==> src/rtl/noc_output_arbiter_if.sv <==
// Handshake bundle between the input ports and one output-link arbiter.
// The arbiter connects to the slave modport; the requesting side uses master.
interface noc_output_arbiter_if #(
    parameter int NPORT = 5,
    parameter int CW    = 4
);
    logic [NPORT-1:0] req;
    logic [NPORT-1:0] tail;
    logic             credit_return;
    logic [NPORT-1:0] grant;
    logic             fire;
    logic [CW-1:0]    credits;
    logic             busy;
    logic             credit_err;

    modport slave (
        input  req,
        input  tail,
        input  credit_return,
        output grant,
        output fire,
        output credits,
        output busy,
        output credit_err
    );

    modport master (
        output req,
        output tail,
        output credit_return,
        input  grant,
        input  fire,
        input  credits,
        input  busy,
        input  credit_err
    );
endinterface

==> src/rtl/noc_output_arbiter.sv <==
// Round-robin, packet-locking arbiter for one router output link, with
// credit-based flow control toward the downstream input FIFO.
module noc_output_arbiter #(
    parameter int NPORT   = 5,
    parameter int CREDITS = 8,
    parameter int CW      = 4
) (
    input  logic                clk,
    input  logic                rst,
    noc_output_arbiter_if.slave arb
);

    localparam int PW = (NPORT > 1) ? $clog2(NPORT) : 1;

    localparam logic [0:0] ST_IDLE   = 1'b0;
    localparam logic [0:0] ST_LOCKED = 1'b1;

    localparam logic [CW-1:0] CRED_MAX = CW'(CREDITS);

    logic [0:0]       state_q,  state_d;
    logic [NPORT-1:0] grant_q,  grant_d;
    logic [PW-1:0]    rr_ptr_q, rr_ptr_d;
    logic [CW-1:0]    credits_q, credits_d;
    logic             credit_err_q, credit_err_d;

    logic             owner_req;
    logic             owner_tail;
    logic             fire;
    logic [PW-1:0]    winner;

    // First requester at or above ptr, wrapping past NPORT-1 back to 0.
    function automatic logic [NPORT-1:0] rr_pick(input logic [NPORT-1:0] r,
                                                 input logic [PW-1:0]    ptr);
        logic [NPORT-1:0] w;
        logic             found;
        int               idx;
        w     = '0;
        found = 1'b0;
        for (int i = 0; i < NPORT; i++) begin
            idx = (int'(ptr) + i) % NPORT;
            if (!found && r[idx[PW-1:0]]) begin
                w[idx[PW-1:0]] = 1'b1;
                found          = 1'b1;
            end
        end
        return w;
    endfunction

    function automatic logic [PW-1:0] onehot_to_idx(input logic [NPORT-1:0] oh);
        logic [PW-1:0] k;
        k = '0;
        for (int i = 0; i < NPORT; i++) begin
            if (oh[i]) k = PW'(i);
        end
        return k;
    endfunction

    function automatic logic [PW-1:0] ptr_after(input logic [PW-1:0] idx);
        if (idx == PW'(NPORT - 1)) return '0;
        return idx + 1'b1;
    endfunction

    assign owner_req  = |(grant_q & arb.req);
    assign owner_tail = |(grant_q & arb.tail);
    assign winner     = onehot_to_idx(grant_q);

    // A flit moves only from the locked owner, and only into a free slot.
    assign fire = rst && (state_q == ST_LOCKED) && owner_req && (credits_q != '0);

    always_comb begin
        state_d  = state_q;
        grant_d  = grant_q;
        rr_ptr_d = rr_ptr_q;
        case (state_q)
            ST_IDLE: begin
                if (arb.req != '0) begin
                    grant_d = rr_pick(arb.req, rr_ptr_q);
                    state_d = ST_LOCKED;
                end
            end
            ST_LOCKED: begin
                if (fire && owner_tail) begin
                    grant_d  = '0;
                    state_d  = ST_IDLE;
                    rr_ptr_d = ptr_after(winner);
                end
            end
            default: begin
                grant_d = '0;
                state_d = ST_IDLE;
            end
        endcase
    end

    // Returned credit with the buffer already fully free is a protocol error.
    always_comb begin
        credits_d    = credits_q;
        credit_err_d = credit_err_q;
        case ({fire, arb.credit_return})
            2'b10: credits_d = credits_q - 1'b1;
            2'b01: begin
                if (credits_q == CRED_MAX) credit_err_d = 1'b1;
                else                       credits_d    = credits_q + 1'b1;
            end
            default: credits_d = credits_q;
        endcase
    end

    always_ff @(posedge clk or negedge rst) begin
        if (!rst) begin
            state_q      <= ST_IDLE;
            grant_q      <= '0;
            rr_ptr_q     <= '0;
            credits_q    <= CRED_MAX;
            credit_err_q <= 1'b0;
        end else begin
            state_q      <= state_d;
            grant_q      <= grant_d;
            rr_ptr_q     <= rr_ptr_d;
            credits_q    <= credits_d;
            credit_err_q <= credit_err_d;
        end
    end

    assign arb.grant      = grant_q;
    assign arb.fire       = fire;
    assign arb.credits    = credits_q;
    assign arb.busy       = (state_q == ST_LOCKED);
    assign arb.credit_err = credit_err_q;

endmodule

==> src/flat_wrapper.sv <==
// flat-port wrapper written by rule: the top's interface ports become plain ports
module noc_output_arbiter_flat 
#(
    parameter int NPORT   = 5,
    parameter int CREDITS = 8,
    parameter int CW      = 4
)
  (clk, rst, arb_req, arb_tail, arb_credit_return, arb_grant, arb_fire, arb_credits, arb_busy, arb_credit_err);
  noc_output_arbiter_if #(.NPORT(NPORT), .CW(CW)) arb_i ();
  input  logic clk;
  input  logic rst;
  input wire logic [$bits(arb_i.req)-1:0] arb_req;
  input wire logic [$bits(arb_i.tail)-1:0] arb_tail;
  input wire logic [$bits(arb_i.credit_return)-1:0] arb_credit_return;
  output wire logic [$bits(arb_i.grant)-1:0] arb_grant;
  output wire logic [$bits(arb_i.fire)-1:0] arb_fire;
  output wire logic [$bits(arb_i.credits)-1:0] arb_credits;
  output wire logic [$bits(arb_i.busy)-1:0] arb_busy;
  output wire logic [$bits(arb_i.credit_err)-1:0] arb_credit_err;
  assign arb_i.req = arb_req;
  assign arb_i.tail = arb_tail;
  assign arb_i.credit_return = arb_credit_return;
  assign arb_grant = arb_i.grant;
  assign arb_fire = arb_i.fire;
  assign arb_credits = arb_i.credits;
  assign arb_busy = arb_i.busy;
  assign arb_credit_err = arb_i.credit_err;
  noc_output_arbiter #(.NPORT(NPORT), .CREDITS(CREDITS), .CW(CW)) u_core (.clk(clk), .rst(rst), .arb(arb_i));
endmodule
==> config.mk <==
export PLATFORM = sky130hd
export DESIGN_NAME = noc_output_arbiter_flat
export DESIGN_NICKNAME = d
export VERILOG_FILES = /design/src/rtl/noc_output_arbiter_if.sv /design/src/rtl/noc_output_arbiter.sv /design/src/flat_wrapper.sv
export SDC_FILE = /design/constraint.sdc
export NUM_CORES = 1
export LEC_CHECK = 0
export CAP_MARGIN = 20
export CELL_PAD_IN_SITES_DETAIL_PLACEMENT = 2
export CELL_PAD_IN_SITES_GLOBAL_PLACEMENT = 2
export CORE_ASPECT_RATIO = 0.7
export CORE_UTILIZATION = 35
export DETAILED_ROUTE_END_ITERATION = 10
export PLACE_DENSITY = 0.91
export SLEW_MARGIN = 20
export SYNTH_ARGS = -nofsm -noshare
export SYNTH_HDL_FRONTEND = slang
export SYNTH_SLANG_ARGS = --single-unit
==> constraint.sdc <==
create_clock -name clk -period 5.4 [get_ports clk]
set_input_delay 0.54 -clock clk [delete_from_list [all_inputs] [get_ports clk]]
set_output_delay 0.54 -clock clk [all_outputs]
set_load 0.05 [all_outputs]
; After elaboration in Yosys (flattened, before gate mapping)
; Cells that the tools add are included.
[word_totals]
n_memories = 0
reg_bits = 14
mem_bits_ro = 0
out_inout_bits = 12
ramBits = 0
latch_bits = 0
[op_classes]
eq_ne = 7
div_mod_pow = 5
addsub = 7
n_shift = 0
multipliers = 0
muxes = 62
bitwise_logic = 7
n_lt_le_gt_ge = 10
reduce_logical = 26
[op_table]
columns = op, count
row1 = "32-bit by 4-bit remainder unit with 32-bit output, second input constant", 4
row2 = 5-bit 2-to-1 mux, 15
row3 = "4-bit by 4-bit remainder unit with 32-bit output, second input constant", 1
row4 = 1-bit 2-to-1 mux, 28
row5 = "3-bit by 4-bit < comparator with 1-bit output, second input constant", 5
row6 = 5-bit bitwise OR, 4
row7 = 1-bit binary-select mux with 3-bit select, 5
row8 = 1-bit demux with 3-bit select, 5
row9 = "3-bit by 1-bit >= comparator with 1-bit output, second input constant", 5
row10 = 3-bit 2-to-1 mux, 5
row11 = 1-bit logical AND, 13
row12 = 5-bit AND, 2
row13 = 5-bit case mux with 2 select lines, 1
row14 = 5-bit OR reduction, 2
row15 = "3-bit by 2-bit adder with 4-bit output, second input constant", 2
row16 = 4-bit case mux with 2 select lines, 1
row17 = 2-bit AND reduction, 4
row18 = 5-bit nonzero test, 1
row19 = "3-bit by 1-bit adder with 4-bit output, second input constant", 1
row20 = "3-bit by 3-bit adder with 4-bit output, second input constant", 1
row21 = "4-bit by 1-bit adder with 4-bit output, second input constant", 1
row22 = "4-bit equality test, second input constant", 1
row23 = 1-bit zero test, 4
row24 = 4-bit 2-to-1 mux, 1
row25 = other kinds (11), 12

; Depth between registers and ports, before layout
; Gate-level depths: netlist of the first run.
[logic_depth]
depth_word = 26
depth_mapped = 23
mapped_depth_nobuf = 20

; Worst setup path after synthesis of the first run
; Ideal clock, no wire load.
[synth_timing]
path_kind = flip-flop to flip-flop
from = register u_core.rr_ptr_q[0]
to = register u_core.grant_q[2], in the netlist u_core.arb.grant[2]
stages_incl_launch_ff = 24
n_path_buf = 3
synth_period_minus_slack_ns = 4.833
t_required_ns = 5.271
t_arrival_ns = 4.704
setup_slack_ns = 0.567
path_cell_list = dfrtp_1 buf_2 inv_1 clkbuf_1 ha_1 inv_1 ha_1 clkbuf_1 inv_1 ha_1 or3_1 nand3_1 and2_1 inv_1 ha_1 nor2b_1 and4_1 a211oi_1 nand2_1 mux2i_1 a21boi_0 nor3b_2 a221oi_1 a21oi_1
[synth_via]
elab_chain_cells = 26
elab_cells_between_ends = 83
cone_classes = 4 x add/sub / 5 x div / 10 x order compare / 47 x mux / 4 x bitwise / 13 x reduce/logical
[synth_lines]
columns = element, line_no
row1 = from (decl), noc_output_arbiter.sv:22  ; logic [PW-1:0] rr_ptr_q, rr_ptr_d;
row2 = from (signal assigned), noc_output_arbiter.sv:119  ; rr_ptr_q <= rr_ptr_d;
row3 = "parallel branches: the longest is 23 deep, another holds 32-bit by 4-bit remainder unit with 32-bit output", -
row4 = 5-bit 2-to-1 mux *, noc_output_arbiter.sv:41  ; if (!found && r[idx[PW-1:0]]) begin
row5 = 5-bit 2-to-1 mux *, noc_output_arbiter.sv:76  ; if (arb.req != '0) begin
row6 = 5-bit case mux with 2 select lines *, noc_output_arbiter.sv:74  ; case (state_q)
row7 = to (signal assigned), noc_output_arbiter.sv:118  ; grant_q <= grant_d;
row8 = to (decl), noc_output_arbiter.sv:21  ; logic [NPORT-1:0] grant_q, grant_d;
; Every way passes the cells marked *. The select of a mux whose other input is x is not followed.
; A chain may end at the register's enable or synchronous reset.

; Final worst setup path of the first run
[layout_timing]
from = register u_core.rr_ptr_q[1]
to = register u_core.grant_q[0], in the netlist u_core.arb.grant[0]
; The elaborated chain is that of the path after synthesis.

==> results of run 1 <==
path summary, 6_finish.rpt:
kind	startpoint	slack, ns	depth (start not counted)	endpoint
max	u_core.rr_ptr_q[1]$_DFFE_PN0P_	0.41	20	u_core.arb.grant[0]$_DFFE_PN0P_
min reg2reg	u_core.arb.credit_err$_DFFE_PN0P_	0.48	1	u_core.arb.credit_err$_DFFE_PN0P_
min in group asynchronous	rst	0.61	2	u_core.arb.credits[1]$_DFFE_PN0P_
min	u_core.arb.credit_err$_DFFE_PN0P_	0.48	1	u_core.arb.credit_err$_DFFE_PN0P_
max reg2reg	u_core.rr_ptr_q[1]$_DFFE_PN0P_	0.41	20	u_core.arb.grant[0]$_DFFE_PN0P_
max in group asynchronous	rst	4.53	2	u_core.arb.credits[3]$_DFFE_PN1P_
cell families after synthesis:
kind of cell	count (synthesis)
compound gates	114
xor+xnor	14
fa+ha+maj	24
buf+inv	39
flops	14
mux	14
simple gates	118
placed cells by master, fill, tap and decap left out, types with 4 or more instances in the layout:
cell type | Yosys | routed
nand2b_1 | 11 | 11
nor3_1 | 10 | 10
xnor2_1 | 11 | 11
ha_1 | 23 | 22
nor2_1 | 16 | 16
nand3b_1 | 4 | 4
nand4_1 | 6 | 6
nand2_1 | 33 | 33
a21oi_1 | 27 | 27
and2_1 | 5 | 5
nor2b_1 | 8 | 8
a21boi_0 | 5 | 5
nand3_1 | 6 | 6
o22ai_1 | 6 | 6
a31oi_1 | 5 | 5
clkdlybuf4s50_1 | 0 | 24
a21o_1 | 8 | 8
inv_1 | 18 | 18
buf_4 | 0 | 8
mux2i_1 | 9 | 9
o21ai_0 | 14 | 14
dfrtp_1 | 13 | 13
a211oi_1 | 4 | 4
a221oi_1 | 6 | 6
critical path, cell delays in order, from the launching register on:
cell and delay (ns):
dfrtp_1 0.39, inv_1 0.23, ha_2 0.32, inv_1 0.11, ha_1 0.45, inv_1 0.10, ha_1 0.21, or3_1 0.36
nand3_1 0.14, and2_1 0.26, inv_1 0.09, ha_1 0.20, nor2b_1 0.13, and4_1 0.19, a211oi_1 0.31, nand2_1 0.27
mux2i_1 0.29, a21boi_0 0.16, o21ai_1 0.36, nand3_1 0.13, a31oi_1 0.22
state kept, by name, indices dropped and copies added (netlist names):
signal and count:
u_core.arb.grant 5, u_core.arb.credits 4, u_core.rr_ptr_q 3, u_core.arb.busy 1
u_core.arb.credit_err 1
layer usage:
| metal | up-vias | wire (um) |
|---|---|---|
| li1 | 1302 | - |
| met2 | 134 | 4910 |
| met1 | 1485 | 5000 |
| met3 | 29 | 750 |
| met5 | - | 0 |
| met4 | 0 | 294 |
final cells by class:
class,count,area [um^2]
clock buffer,4,45.0
fill,826,3980
inverter,19,71.3
multi-input combinational,284,2080
sequential,14,352
tap,94,118
timing repair buffer,32,300
stage by stage:
step,utilization,area [um^2],instances
finish,0.427,2970,447
global route,0.427,2970,447
CTS,0.427,2960,447
detailed placement,0.420,2920,443
global placement,0.420,2920,443
floorplan,-,2590,337
what timing repair did:
action / CTS / global route
gates resized for setup: 0 / 1
buffers inserted: 0 / 0
endpoints found under the setup margin: 0 / 4
==> results.py, run 1 <==
metrics = {
    "status": {
        "status": "finished clean",
    },
    "global_routing": {
        "first_global_vias": 3089,
        "grt_pass1_wl_um": 17200,
        "met1_usage": 0.394,
        "grt-ovfl-total": 0,
        "grt_max_degree": 43,
        "busiest_layer": "met2",
        "grt_usage": 0.290,
        "antenna_found_initial": 0,
        "met3_usage": 0.0535,
        "met2_usage": 0.473,
    },
    "final_layout": {
        "antenna_cells": 0,
        "syn2layout_area_growth_pct": 14.7,
        "final_nets": 391,
        "drive_gt1_frac": 0.102,
    },
    "synthesis": {
        "synth_edf_count": 0,
        "synth_compound_area_frac": 0.324,
        "synth_cell_types": 72,
        "synth.most_common_cell": "nand2_1",
        "synth_xor_area_frac": 0.0503,
        "synth_common_cells": "nand2_1, a21oi_1, ha_1",
        "synth_top_area_cell": "dfrtp_1",
        "synthSimpleGateAreaFrac": 0.244,
        "synthArstFlopShare": 1.00,
        "avgSynthCellArea_um2": 7.68,
        "synth_fa_ha_area_frac": 0.119,
        "synth_seq_cells": 14,
        "synth_cells": 337,
        "yosysSeqAreaShare": 0.136,
        "syn-num-nets": 374,
        "ys_warn_count": 0,
        "yosysTopAreaCellShare": 0.126,
        "yosys-mux-area-fraction": 0.0653,
        "synth_area_leaders": "dfrtp_1, ha_1, a21oi_1",
        "synth-main-ff-cell": "dfrtp_1",
        "synth_top_family_by_area": "compound AO/OA/AOI/OAI gates",
        "netlist_area_um2": 2590,
    },
    "detailed_routing": {
        "viasPerCell": 6.60,
        "vias": 2950,
        "drt-pass1-iter-count": 5,
        "wl_per_cell_um": 24.5,
        "drtAntennaViolNets": 0,
        "drcViolationCount": 0,
        "drt_iter0_drc": 187,
        "drt-total-wl_um": 11000,
    },
    "sta": {
        "period_share": 0.924,
        "fin_crit_ns": 4.99,
        "setup_viol": 0,
        "tightest_slew_ns": 0.962,
        "hold_viol": 0,
        "slew_viol_final": 0,
        "holdWs_ns": 0.483,
        "slew_headroom": 0.354,
        "tns_ns": 0,
        "fmax_mhz": 200,
        "rsz0062_at_grt": "no",
        "finClkSkew_ns": 0.00451,
        "setup_ws_ns": 0.408,
    },
    "cts": {
        "clkLatencyLatePin_ns": 0.26,
        "cts-root-buf": "clkbuf_8",
        "cts_buffers": 3,
        "cts.sinks": 14,
        "clk_pin_slew_ns": 0.07,
        "cts_buffer_depth": 2,
        "htreeDepth": 1,
        "postCtsHoldBufs": 0,
        "cts_tree": "done",
    },
    "floorplan": {
        "die_y_um": 73.9,
        "die_area_um2": 7750,
        "rows": 25,
        "fp.dieW_um": 105,
        "ios": 25,
        "core_area_um2": 6940,
        "initial_core_util": 0.373,
    },
    "run": {
        "max_cap_violations": 0,
    },
    "placed_design": {
        "place_congestion": 0.893,
        "place_ws_ns": 0.419,
        "hpwl_um": 8180,
        "portBuffers": 24,
    },
    "setup_path": {
        "cp.required_ns": 5.57,
        "crit_fanout": 9,
        "arrival_ns": 5.17,
        "crit_path_end_kind": "flop",
        "path_class": "reg2reg",
        "cp-start-kind": "flop",
    },
    "min_path": {
        "hold_class": "reg2reg",
    },
}
Power of run 1 is not shown: default switching activity piles up to over one toggle a cycle in this logic, so the estimate is an artifact.
==> inputs of run 2 (changes only) <==
--- a/config.mk
+++ b/config.mk
@@ -5,13 +5,14 @@
 export SDC_FILE = /design/constraint.sdc
 export NUM_CORES = 1
 export LEC_CHECK = 0
+export ABC_AREA = 1
 export CAP_MARGIN = 20
 export CELL_PAD_IN_SITES_DETAIL_PLACEMENT = 2
 export CELL_PAD_IN_SITES_GLOBAL_PLACEMENT = 2
 export CORE_ASPECT_RATIO = 0.7
-export CORE_UTILIZATION = 35
+export CORE_UTILIZATION = 30
 export DETAILED_ROUTE_END_ITERATION = 10
-export PLACE_DENSITY = 0.91
+export PLACE_DENSITY = 0.89
 export SLEW_MARGIN = 20
 export SYNTH_ARGS = -nofsm -noshare
 export SYNTH_HDL_FRONTEND = slang
==> results.py, run 2 <==
metrics = {
    "status": {
        "status": "finished clean",
    },
    "sta": {
        "setup_viol": 0,
        "slew_viol_final": 0,
        "finClkSkew_ns": 0.00962,
        "tns_ns": 0,
        "tightest_slew_ns": 0.794,
        "hold_viol": 0,
        "fin_crit_ns": 4.57,
        "fmax_mhz": 219,
        "period_share": 0.847,
        "rsz0062_at_grt": "no",
        "slew_headroom": 0.469,
    },
    "synthesis": {
        "yosysTopAreaCellShare": 0.214,
        "syn-num-nets": 434,
        "synth_area_leaders": "nand2_1, dfrtp_1, ha_1",
        "synth.most_common_cell": "nand2_1",
        "netlist_area_um2": 2330,
        "synth_top_area_cell": "nand2_1",
        "synth_edf_count": 0,
        "synth_seq_cells": 14,
        "avgSynthCellArea_um2": 5.87,
        "synth-main-ff-cell": "dfrtp_1",
        "synth_common_cells": "nand2_1, inv_1, nand3_1",
        "synthArstFlopShare": 1.00,
        "synth_cell_types": 38,
        "synth_cells": 397,
        "yosysSeqAreaShare": 0.151,
        "ys_warn_count": 0,
    },
    "cts": {
        "cts-root-buf": "clkbuf_8",
        "clkLatencyLatePin_ns": 0.26,
        "postCtsSetupBuffers": 0,
        "cts.sinks": 14,
        "cts_buffer_depth": 2,
        "cts_tree": "done",
        "cts_resized": 0,
        "clk_pin_slew_ns": 0.07,
        "htreeDepth": 1,
        "cts_buffers": 3,
        "postCtsHoldBufs": 0,
    },
    "setup_path": {
        "cp.required_ns": 5.61,
        "crit_fanout": 16,
        "rrSetupSlack_ns": 0.83,
        "crit_chain": "inv_2 -> ha_1 -> inv_1 -> ha_1 -> inv_1 -> ha_1 -> nor2_1 -> nand2_1 -> nand2_1 -> xor2_1 -> inv_1 -> ha_1 -> nand3_1 -> nand3_1 -> nand2_1 -> nand2_1 -> inv_2 -> nand3_1 -> nand2_1 -> a21boi_1 -> nand3_1 -> nand3_1 -> nand2_1 -> nand2_1",
        "path_class": "reg2reg",
        "r2r_start": "u_core.rr_ptr_q[0]$_DFFE_PN0P_",
        "arrival_ns": 4.78,
        "slowest_delay_ns": 0.74,
        "cp_slowest_cell": "dfrtp_1",
        "crit_path_end_kind": "flop",
        "cp_common_cell": "nand2_1",
        "worstSetupStartpoint": "u_core.rr_ptr_q[0]$_DFFE_PN0P_",
        "rr_endpoint": "u_core.arb.grant[3]$_DFFE_PN0P_",
        "endpoint": "u_core.arb.grant[3]$_DFFE_PN0P_",
        "cp-start-kind": "flop",
        "r2r_cells": 24,
    },
    "pwr": {
        "power_density_nw_per_um2": 183,
        "leakagePower_nw": 1.50,
        "ir_worst_vdd_mv": 0.128,
        "fin_total_pwr_mw": 0.501,
    },
    "global_routing": {
        "met1_usage": 0.339,
        "antenna_found_initial": 0,
        "met3_usage": 0.0231,
        "grt-ovfl-total": 0,
        "grt_max_degree": 17,
        "busiest_layer": "met2",
        "grt_pass1_wl_um": 15200,
        "grt_usage": 0.247,
        "met2_usage": 0.427,
        "first_global_vias": 2838,
    },
    "floorplan": {
        "rows": 26,
        "die_area_um2": 8120,
        "core_area_um2": 7420,
        "fp.dieW_um": 107,
        "ios": 25,
        "initial_core_util": 0.314,
        "die_y_um": 75.7,
    },
    "final_layout": {
        "largest_reg_flops": 5,
        "syn2layout_area_growth_pct": 17.5,
        "antenna_cells": 0,
        "final_common_cell": "nand2_1",
        "design_area_um2": 2740,
        "drive_gt1_frac": 0.0733,
        "layout_common_cells": "nand2_1, inv_1, nand3_1, nor2_1, clkdlybuf4s50_1",
        "final_nets": 461,
    },
    "min_path": {
        "hold_path_startpoint": "u_core.arb.credit_err$_DFFE_PN0P_",
        "hold_class": "reg2reg",
    },
    "detailed_routing": {
        "drcViolationCount": 0,
        "viasPerCell": 5.19,
        "drt_iter0_drc": 82,
        "vias": 2702,
        "drtAntennaViolNets": 0,
        "drt-pass1-iter-count": 4,
        "drt-total-wl_um": 9500,
        "wl_per_cell_um": 18.2,
    },
    "placed_design": {
        "portBuffers": 24,
        "place_congestion": 0.849,
        "dpl-instance-area_um2": 2680,
        "hpwl_um": 7410,
    },
    "run": {
        "max_cap_violations": 0,
    },
}
-- run 2: cell types whose count changed after synthesis, moves of 7 or more --
cell      delta
nand2_1    +100
nand3_1     +48
inv_1       +36
nor2_1      +21
a21oi_1     -18
clkbuf_1    -14
nand2b_1    -11
xnor2_1     -11
mux2i_1      -9
nor2b_1      -8
a21o_1       -7
nor3_1       -7
-- run 2: per-layer routing --
metal | vias up | wire length (um)
met5 | - | 0
met4 | 0 | 87
met3 | 10 | 285
met2 | 37 | 4480
met1 | 1334 | 4640
li1 | 1321 | -
-- run 2: how the worst min path moves through the flow --
stage,cells after the start,to,slack [ns]
global placement,1,u_core.arb.credit_err$_DFFE_PN0P_,0.46
floorplan,0,u_core.arb.busy$_DFF_PN0_,0.24
detailed placement,1,u_core.arb.credit_err$_DFFE_PN0P_,0.48
finish,1,u_core.arb.credit_err$_DFFE_PN0P_,0.51
global route,1,u_core.arb.credit_err$_DFFE_PN0P_,0.52
CTS,1,u_core.arb.credit_err$_DFFE_PN0P_,0.51
-- run 2: critical path: cells and delay by family (launching register included) --
kind / cells / cell delay, ns
compound gates: 1 / 0.37
xor+xnor: 1 / 0.21
fa+ha+maj: 4 / 1.01
buf+inv: 5 / 0.78
flops: 1 / 0.74
simple gates: 13 / 1.40
-- run 2: cell families after synthesis --
kind of cell | count (synthesis) | share of synthesized area
simple gates | 248 | 0.470
buf+inv | 63 | 0.105
compound gates | 41 | 0.106
fa+ha+maj | 24 | 0.132
flops | 14 | 0.151
xor+xnor | 6 | 0.0306
mux | 1 | 0.00484
-- run 2: power by group --
| part | total (mW) | switching [mW] | internal, mW |
|---|---|---|---|
| registers | 0.151 | 0.0236 | 0.127 |
| logic | 0.239 | 0.153 | 0.0852 |
| clock network | 0.112 | 0.0467 | 0.0649 |
-- run 2: through the flow --
step / hold WS (ns) / setup WS [ns] / util / instances
floorplan: 0.244 / 2.04 / - / 397
global placement: 0.464 / 1.31 / 0.361 / 517
detailed placement: 0.479 / 0.911 / 0.361 / 517
CTS: 0.513 / 0.833 / 0.369 / 521
global route: 0.525 / 0.421 / 0.369 / 521
finish: 0.512 / 0.829 / 0.369 / 521
-- run 2: cell type report --
class	count	area [um^2]
multi-input cells	320	1730
clock buffers	4	55.1
inverters	61	233
well taps	98	123
repair buffers	24	240
flip-flops and latches	14	352
fillers	949	4680
Power figures use the tool's default switching activity.
